--- src/rtl/levenshtein_pkg.sv ---
// Shared constants, register maps and FSM encoding for the Levenshtein pattern loader
// and the downstream levenshtein_controller configuration interface.
package levenshtein_pkg;

    localparam int BITVECTOR_WIDTH = 16;
    localparam int MAX_WORD_LENGTH = 15;

    // Controller register indices written over the config master
    localparam logic [2:0] ADDR_CTRL          = 3'd0;
    localparam logic [2:0] ADDR_LENGTH        = 3'd1;
    localparam logic [2:0] ADDR_MASK_HI       = 3'd2;
    localparam logic [2:0] ADDR_MASK_LO       = 3'd3;
    localparam logic [2:0] ADDR_INITIAL_VP_HI = 3'd4;
    localparam logic [2:0] ADDR_INITIAL_VP_LO = 3'd5;

    localparam logic [7:0] CHAR_TERM_FE = 8'hFE;
    localparam logic [7:0] CHAR_TERM_FF = 8'hFF;

    // Loader host register map (adr[4:0]); chars live at 0x10..0x1E
    localparam logic [4:0] LDR_REG_CTRL   = 5'h00;
    localparam logic [4:0] LDR_REG_LENGTH = 5'h01;

    localparam logic [8:0] CLEAR_LAST = 9'd511;

    typedef enum logic [2:0] {
        ST_IDLE    = 3'd0,
        ST_CLEAR   = 3'd1,
        ST_LOAD_HI = 3'd2,
        ST_LOAD_LO = 3'd3,
        ST_CFG     = 3'd4
    } loader_state_e;

    function automatic logic is_terminator(input logic [7:0] c);
        return (c == CHAR_TERM_FE) || (c == CHAR_TERM_FF);
    endfunction

endpackage

--- src/rtl/wb_write_master.sv ---
// Single-write Wishbone master: latches addr/data on req while idle, holds cyc/stb
// until a response, and reports done (ack) or fail (err/rty) in that same cycle.
module wb_write_master #(
    parameter int ADDR_WIDTH = 24
) (
    input  logic                  clk_i,
    input  logic                  rst_i,
    input  logic                  req,
    input  logic [ADDR_WIDTH-1:0] addr,
    input  logic [7:0]            data,
    output logic                  done,
    output logic                  fail,
    output logic                  cyc,
    output logic                  stb,
    output logic                  we,
    output logic [ADDR_WIDTH-1:0] adr,
    output logic [7:0]            dat,
    input  logic                  ack,
    input  logic                  err,
    input  logic                  rty
);

    logic                  cyc_r;
    logic [ADDR_WIDTH-1:0] adr_r;
    logic [7:0]            dat_r;
    logic                  resp_s;

    assign resp_s = cyc_r & (ack | err | rty);
    assign fail   = cyc_r & (err | rty);
    assign done   = cyc_r & ack & ~(err | rty);

    assign cyc = cyc_r;
    assign stb = cyc_r;
    assign we  = 1'b1;
    assign adr = adr_r;
    assign dat = dat_r;

    // Bus cycle register; the cycle after any response is always idle, giving the one-cycle gap.
    always_ff @(posedge clk_i) begin
        if (rst_i) begin
            cyc_r <= 1'b0;
            adr_r <= '0;
            dat_r <= 8'h00;
        end else if (resp_s) begin
            cyc_r <= 1'b0;
        end else if (!cyc_r && req) begin
            cyc_r <= 1'b1;
            adr_r <= addr;
            dat_r <= data;
        end else begin
            cyc_r <= cyc_r;
        end
    end

endmodule

--- src/rtl/levenshtein_pattern_loader.sv ---
// Host-programmed loader: clears the Peq table, writes one match vector per word
// character, then programs the controller's LENGTH/MASK/INITIAL_VP registers.
module levenshtein_pattern_loader
    import levenshtein_pkg::*;
#(
    parameter int MASTER_ADDR_WIDTH = 24,
    parameter int SLAVE_ADDR_WIDTH  = 24,
    parameter int CFG_ADDR_WIDTH    = 3
) (
    input  logic                         clk_i,
    input  logic                         rst_i,
    input  logic                         wbs_cyc_i,
    input  logic                         wbs_stb_i,
    input  logic                         wbs_we_i,
    input  logic [SLAVE_ADDR_WIDTH-1:0]  wbs_adr_i,
    input  logic [7:0]                   wbs_dat_i,
    output logic                         wbs_ack_o,
    output logic                         wbs_err_o,
    output logic                         wbs_rty_o,
    output logic [7:0]                   wbs_dat_o,
    output logic                         wbm_cyc_o,
    output logic                         wbm_stb_o,
    output logic                         wbm_we_o,
    output logic [MASTER_ADDR_WIDTH-1:0] wbm_adr_o,
    output logic [7:0]                   wbm_dat_o,
    input  logic                         wbm_ack_i,
    input  logic                         wbm_err_i,
    input  logic                         wbm_rty_i,
    output logic                         wbc_cyc_o,
    output logic                         wbc_stb_o,
    output logic                         wbc_we_o,
    output logic [CFG_ADDR_WIDTH-1:0]    wbc_adr_o,
    output logic [7:0]                   wbc_dat_o,
    input  logic                         wbc_ack_i,
    input  logic                         wbc_err_i,
    input  logic                         wbc_rty_i
);

    logic                         ack_r;
    logic [7:0]                   rdata_r;
    logic [3:0]                   length_r;
    logic                         autostart_r;
    logic [7:0]                   chars_r [BITVECTOR_WIDTH];
    loader_state_e                state_r, state_s;
    logic [8:0]                   cnt_r, cnt_s;
    logic                         error_r, error_s, done_r, done_s;

    logic [4:0]                   reg_adr_s;
    logic                         char_sel_s, host_acc_s, host_wr_s, busy_s, start_s, invalid_s;
    logic [7:0]                   rd_data_s, cur_char_s;
    logic [BITVECTOR_WIDTH-1:0]   vec_s, mask_s, vp_s;
    logic                         mem_req_s, mem_done_s, mem_fail_s;
    logic [MASTER_ADDR_WIDTH-1:0] mem_addr_s;
    logic [7:0]                   mem_data_s;
    logic                         cfg_req_s, cfg_done_s, cfg_fail_s;
    logic [CFG_ADDR_WIDTH-1:0]    cfg_addr_s;
    logic [7:0]                   cfg_data_s;
    logic                         unused_adr_s;

    assign reg_adr_s    = wbs_adr_i[4:0];
    assign unused_adr_s = ^wbs_adr_i[SLAVE_ADDR_WIDTH-1:5];
    assign char_sel_s   = reg_adr_s[4] & (reg_adr_s[3:0] != 4'hF);
    assign host_acc_s   = wbs_cyc_i & wbs_stb_i & ~ack_r;
    assign host_wr_s    = host_acc_s & wbs_we_i;
    assign busy_s       = (state_r != ST_IDLE);
    assign start_s      = host_wr_s & (reg_adr_s == LDR_REG_CTRL) & wbs_dat_i[0] & ~busy_s;

    assign wbs_ack_o = ack_r;
    assign wbs_dat_o = rdata_r;
    assign wbs_err_o = 1'b0;
    assign wbs_rty_o = 1'b0;

    // Host read mux.
    always_comb begin
        rd_data_s = 8'h00;
        if (reg_adr_s == LDR_REG_CTRL) begin
            rd_data_s = {5'b00000, done_r, error_r, busy_s};
        end else if (reg_adr_s == LDR_REG_LENGTH) begin
            rd_data_s = {4'h0, length_r};
        end else if (char_sel_s) begin
            rd_data_s = chars_r[reg_adr_s[3:0]];
        end else begin
            rd_data_s = 8'h00;
        end
    end

    // Host slave: registered ack and read data; configuration is frozen while busy.
    always_ff @(posedge clk_i) begin
        if (rst_i) begin
            ack_r       <= 1'b0;
            rdata_r     <= 8'h00;
            length_r    <= 4'h0;
            autostart_r <= 1'b0;
        end else begin
            ack_r <= host_acc_s;
            if (host_acc_s) begin
                rdata_r <= rd_data_s;
            end
            if (host_wr_s && !busy_s) begin
                if (reg_adr_s == LDR_REG_CTRL) begin
                    autostart_r <= wbs_dat_i[1];
                end else if (reg_adr_s == LDR_REG_LENGTH) begin
                    length_r <= wbs_dat_i[3:0];
                end
            end
        end
    end

    // Word buffer carries no reset value; entry 15 is never written.
    always_ff @(posedge clk_i) begin
        if (!rst_i && host_wr_s && !busy_s && char_sel_s) begin
            chars_r[reg_adr_s[3:0]] <= wbs_dat_i;
        end
    end

    // Match vector for the current character, word validation and controller constants.
    always_comb begin
        cur_char_s = chars_r[cnt_r[3:0]];
        vec_s      = '0;
        invalid_s  = (length_r == 4'd0);
        for (int j = 0; j < MAX_WORD_LENGTH; j++) begin
            if (j < int'(length_r)) begin
                vec_s[j] = (chars_r[j] == cur_char_s);
                invalid_s = invalid_s | is_terminator(chars_r[j]);
            end else begin
                vec_s[j] = 1'b0;
            end
        end
        mask_s = 16'h0001 << (length_r - 4'd1);
        vp_s   = (16'h0001 << length_r) - 16'h0001;
    end

    // FSM next state, sequencing counter and master request selection.
    always_comb begin
        state_s    = state_r;
        cnt_s      = cnt_r;
        error_s    = error_r;
        done_s     = done_r;
        mem_req_s  = 1'b0;
        mem_addr_s = '0;
        mem_data_s = 8'h00;
        cfg_req_s  = 1'b0;
        cfg_addr_s = '0;
        cfg_data_s = 8'h00;
        case (state_r)
            ST_IDLE: begin
                if (start_s) begin
                    done_s  = 1'b0;
                    error_s = invalid_s;
                    cnt_s   = 9'd0;
                    state_s = invalid_s ? ST_IDLE : ST_CLEAR;
                end else begin
                    state_s = ST_IDLE;
                end
            end
            ST_CLEAR: begin
                mem_req_s  = 1'b1;
                mem_addr_s = MASTER_ADDR_WIDTH'(cnt_r);
                if (mem_done_s) begin
                    cnt_s   = (cnt_r == CLEAR_LAST) ? 9'd0 : cnt_r + 9'd1;
                    state_s = (cnt_r == CLEAR_LAST) ? ST_LOAD_HI : ST_CLEAR;
                end else begin
                    cnt_s = cnt_r;
                end
            end
            ST_LOAD_HI: begin
                mem_req_s  = 1'b1;
                mem_addr_s = MASTER_ADDR_WIDTH'({cur_char_s, 1'b0});
                mem_data_s = vec_s[15:8];
                if (mem_done_s) begin
                    state_s = ST_LOAD_LO;
                end else begin
                    state_s = ST_LOAD_HI;
                end
            end
            ST_LOAD_LO: begin
                mem_req_s  = 1'b1;
                mem_addr_s = MASTER_ADDR_WIDTH'({cur_char_s, 1'b1});
                mem_data_s = vec_s[7:0];
                if (mem_done_s) begin
                    if (cnt_r[3:0] == (length_r - 4'd1)) begin
                        state_s = ST_CFG;
                        cnt_s   = 9'd0;
                    end else begin
                        state_s = ST_LOAD_HI;
                        cnt_s   = cnt_r + 9'd1;
                    end
                end else begin
                    state_s = ST_LOAD_LO;
                end
            end
            ST_CFG: begin
                cfg_req_s = 1'b1;
                case (cnt_r[2:0])
                    3'd0: begin cfg_addr_s = CFG_ADDR_WIDTH'(ADDR_LENGTH);        cfg_data_s = {4'h0, length_r}; end
                    3'd1: begin cfg_addr_s = CFG_ADDR_WIDTH'(ADDR_MASK_HI);       cfg_data_s = mask_s[15:8];     end
                    3'd2: begin cfg_addr_s = CFG_ADDR_WIDTH'(ADDR_MASK_LO);       cfg_data_s = mask_s[7:0];      end
                    3'd3: begin cfg_addr_s = CFG_ADDR_WIDTH'(ADDR_INITIAL_VP_HI); cfg_data_s = vp_s[15:8];       end
                    3'd4: begin cfg_addr_s = CFG_ADDR_WIDTH'(ADDR_INITIAL_VP_LO); cfg_data_s = vp_s[7:0];        end
                    default: begin cfg_addr_s = CFG_ADDR_WIDTH'(ADDR_CTRL);       cfg_data_s = 8'h01;            end
                endcase
                if (cfg_done_s) begin
                    if ((cnt_r[2:0] == 3'd5) || ((cnt_r[2:0] == 3'd4) && !autostart_r)) begin
                        state_s = ST_IDLE;
                        done_s  = 1'b1;
                        cnt_s   = 9'd0;
                    end else begin
                        cnt_s = cnt_r + 9'd1;
                    end
                end else begin
                    cnt_s = cnt_r;
                end
            end
            default: begin
                state_s = ST_IDLE;
                cnt_s   = 9'd0;
            end
        endcase
        if (mem_fail_s || cfg_fail_s) begin
            state_s = ST_IDLE;
            error_s = 1'b1;
            cnt_s   = 9'd0;
        end else begin
            error_s = error_s;
        end
    end

    // FSM state and status registers.
    always_ff @(posedge clk_i) begin
        if (rst_i) begin
            state_r <= ST_IDLE;
            cnt_r   <= 9'd0;
            error_r <= 1'b0;
            done_r  <= 1'b0;
        end else begin
            state_r <= state_s;
            cnt_r   <= cnt_s;
            error_r <= error_s;
            done_r  <= done_s;
        end
    end

    wb_write_master #(.ADDR_WIDTH(MASTER_ADDR_WIDTH)) u_mem_master (
        .clk_i (clk_i),      .rst_i (rst_i),
        .req   (mem_req_s),  .addr  (mem_addr_s), .data (mem_data_s),
        .done  (mem_done_s), .fail  (mem_fail_s),
        .cyc   (wbm_cyc_o),  .stb   (wbm_stb_o),  .we   (wbm_we_o),
        .adr   (wbm_adr_o),  .dat   (wbm_dat_o),
        .ack   (wbm_ack_i),  .err   (wbm_err_i),  .rty  (wbm_rty_i)
    );

    wb_write_master #(.ADDR_WIDTH(CFG_ADDR_WIDTH)) u_cfg_master (
        .clk_i (clk_i),      .rst_i (rst_i),
        .req   (cfg_req_s),  .addr  (cfg_addr_s), .data (cfg_data_s),
        .done  (cfg_done_s), .fail  (cfg_fail_s),
        .cyc   (wbc_cyc_o),  .stb   (wbc_stb_o),  .we   (wbc_we_o),
        .adr   (wbc_adr_o),  .dat   (wbc_dat_o),
        .ack   (wbc_ack_i),  .err   (wbc_err_i),  .rty  (wbc_rty_i)
    );

endmodule

--- config.mk ---
export PLATFORM = sky130hd
export DESIGN_NAME = levenshtein_pattern_loader
export DESIGN_NICKNAME = d
export VERILOG_FILES = /design/src/rtl/levenshtein_pkg.sv /design/src/rtl/wb_write_master.sv /design/src/rtl/levenshtein_pattern_loader.sv
export SDC_FILE = /design/constraint.sdc
export NUM_CORES = 1
export LEC_CHECK = 0
export CORE_ASPECT_RATIO = 0.6
export CORE_UTILIZATION = 59
export DETAILED_ROUTE_END_ITERATION = 6
export MAX_ROUTING_LAYER = met4
export PLACE_DENSITY = 0.83
export SLEW_MARGIN = 20
export SYNTH_ARGS = -nofsm -noshare
export SYNTH_HDL_FRONTEND = slang
export SYNTH_HIERARCHICAL = 1
export SYNTH_SLANG_ARGS = --single-unit
--- constraint.sdc ---
create_clock -name clk_i -period 3.22 [get_ports clk_i]
set_clock_uncertainty 0.15 [all_clocks]
set_input_delay 0.644 -clock clk_i [delete_from_list [all_inputs] [get_ports clk_i]]
set_output_delay 0.644 -clock clk_i [all_outputs]
set_load 0.02 [all_outputs]
==> results.yml <==
floorplanning:
  io_pins: 103
  dieArea_mm2: 0.0214
  coreArea_mm2: 0.0202
  start_util_pct: 60.8
  dieWidth_um: 188
  die_h_um: 114
  fp-row-count: 40
cells_and_area:
  layout_commonest_cell: "buf_4"
  drive_gt1_share_pct: 23.0
  utilization_pct: 75.6
  fin_cells: 1650
  layout_common_cells: "161 x buf_4, 128 x edfxtp_1, 127 x nand2_1"
  nets: 1421
  nFillCells: 1276
  area_delta_synth_final_pct: 24.2
setup_path:
  worst_ep_required_time_ps: 3510
  ff2ff_setup_slack_ps: -30
  end_kind: "flop"
  reg2regPathDepth: 14
  path_class: "reg2reg"
  cp.arrival_ps: 3540
  reg2reg_to: "u_mem_master/dat[6]"
  startpoint_type: "flop"
  cp_max_fo: 12
cts:
  hold_buffers: 0
  clk_pin_slew_ps: 70
  clock_sinks: 205
  clk_path_buf_depth: 3
  clk_latency_ps: 540
  htreeDepth: 1
  tritoncts: "yes"
  cts_buffers: 20
  cts_root_buf: "clkbuf_16"
route:
  wl_per_cell_um: 29.1
  via_count: 11300
  ant_nets: 0
  first_pass_iters: 7
  route.detailed.drc: 1
  drt_iter0_markers: 2301
  drt-total-wl_mm: 47.9
  routed_via_density: 6.82
synth:
  seq_area_frac_synth_pct: 43.9
  synth-edff-count: 128
  synth_area_mm2: 0.0123
  synth_warnings: 6
  avgSynthCellArea_um2: 10.7
  syn_inst: 1149
  synth-main-ff-cell: "edfxtp_1"
  ys_seq_elements: 205
  synthArstFlopShare_pct: 0
  synth_cell_type_count: 73
timing:
  fmax_ghz: 0.308
  period_minus_slack_ps: 3250
  slew_violations: 0
  rsz0062_at_grt: "yes"
  finalCritPeriodShare_pct: 101
  slew_headroom_pct: 14.8
  final-setup-viol-count: 1
  fin_ws_ps: -26.2
  finalHoldViolCount: 0
  worstMarginPinSlew_ps: 1270
placement:
  dp_hpwl_mm: 36.1
  dpl_worst_slack_ps: -225
  dp.cells: 1608
  port_buffers: 79
  gp_congestion: 1.06
power_and_ir_drop:
  p_per_area_mw_per_mm2: 363
  leakagePower_nw: 5.23
  ir_drop_v: 0.000724
  power_mw: 5.53
grt:
  grt_first_pass_wirelength_mm: 67.5
  antenna_found_initial: 0
  grt_use_total_pct: 45.6
  overflow: 0
  grt_pass1_vias: 10100
  grt_max_degree: 44
min_path:
  hold_path_depth: 2
  hp-start: "u_mem_master/adr[18]"
  min_path_type: "reg2reg"
  holdPathEnd: "u_mem_master/adr[18]"
run:
  cap_violations: 0
run_status:
  violations: "design-rule violations, negative setup slack"
  status: "complete, but fails checks"
==> timing repair <==
action                                  4_1_cts  5_1_grt
pin swaps                                     1        8
cloned                                        0        1
setup buffers                                 0        4
resized for setup                            10       20
endpoints found under the setup margin        8        8
==> synth_stat cells (5+ instances only) <==
library cell  count  area share [%]
buf_2            15            0.61
mux4_2           65              12
nor4_1           10            0.51
nand2b_1          7            0.36
a211oi_1          5            0.31
dfxtp_1          77              13
buf_4            14            0.86
a22oi_1           7            0.43
mux2i_1          18             1.5
nand4_1          32             1.6
nand3_1          28             1.1
xor2_1           65             4.6
clkbuf_1         40             1.2
nor3_1           34             1.4
nand2_1         127             3.9
ha_1             16             1.6
buf_1             5            0.15
xnor2_1          61             4.4
a221oi_1          6            0.43
a21oi_1          99             4.0
o211ai_1          8            0.49
nor2_1           92             2.8
a31oi_1          10            0.51
mux2i_2           5            0.56
edfxtp_1        128              31
o21ai_1          10            0.41
nor2b_1          12            0.61
buf_6            11             1.0
o21ai_0          27             1.1
and3_1           19            0.97
inv_1            13            0.40
nand3b_1         11            0.67
==> critical path, stage by stage (launching register included) <==
cell	delay (ps)
dfxtp_2	390
buf_12	200
buf_4	190
nor2_1	90
a221oi_2	460
a22oi_2	170
nand2_2	190
buf_4	140
buf_4	130
xnor2_1	140
buf_4	170
nand4_1	220
o21ai_2	260
nand2_1	80
a21oi_1	150
==> power breakdown <==
| group | internal [mW] | switching (mW) |
|---|---|---|
| logic | 0.116 | 0.168 |
| registers | 2.80 | 0.0106 |
| clock network | 1.36 | 1.08 |
==> metal layers <==
layer  up-vias  GRT usage [%]  share of wire, %
met2      1076           57.2                38
met1      5399           66.5                41
li1       4667              -                 -
met5         -              -                 0
met4         0           10.2               2.7
met3       119           19.6                19
==> state kept, by name (all words and copies together) (netlist names), named ones only <==
name,flops
u_cfg_master/adr,3
u_mem_master/dat,8
wbs_ack_o,1
done_r,1
u_mem_master/cyc,1
u_cfg_master/cyc,1
error_r,1
u_mem_master/adr,24
chars_r,128
autostart_r,1
cnt_r,9
state_r,3
wbs_dat_o,8
u_cfg_master/dat,8
length_r,4
==> area by class of cell <==
type	instances	area [µm²]	share of cell area, %
Antenna cell	1	2.50	0.0164
Clock buffer	22	529	3.47
Clock inverter	14	136	0.895
Inverter	16	60.1	0.394
Multi-Input combinational cell	867	6560	43.0
Sequential cell	205	5390	35.4
Tap cell	273	342	2.24
Timing Repair Buffer	252	2220	14.6
==> worst max path at each step <==
stage | startpoint | to | slack, ps | depth (start not counted)
finish | flop | u_mem_master/dat[6] | -30 | 14
floorplan | wbs_adr_i[0] | wbs_dat_o[4] | 230 | 7
global placement | flop | u_mem_master/dat[6] | -160 | 13
detailed placement | flop | u_mem_master/dat[6] | -230 | 13
global route | flop | u_mem_master/dat[5] | -40 | 13
CTS | flop | u_mem_master/dat[6] | 7 | 13
==> through the flow <==
step	hold slack (ps)	cell area (µm²)	TNS [ps]
2_1_floorplan	287	12400	0
3_3_place_gp	292	14400	-223
6_report	303	15200	-26.2
4_1_cts	307	15100	0
3_5_place_dp	298	14400	-537
5_1_grt	317	15200	-38.5
==> cell families (layout without fill, tap and decap cells) <==
group	Yosys count	count (layout)	synth area share, %
buf+inv	101	304	4.34
compound gates	209	209	10.5
other cells	3	28	0.0917
flops	205	205	43.9
fa+ha+maj	16	16	1.63
simple gates	393	393	15.2
xor+xnor	126	126	8.99
mux	96	96	15.3
(Power assumes the default switching activity.)
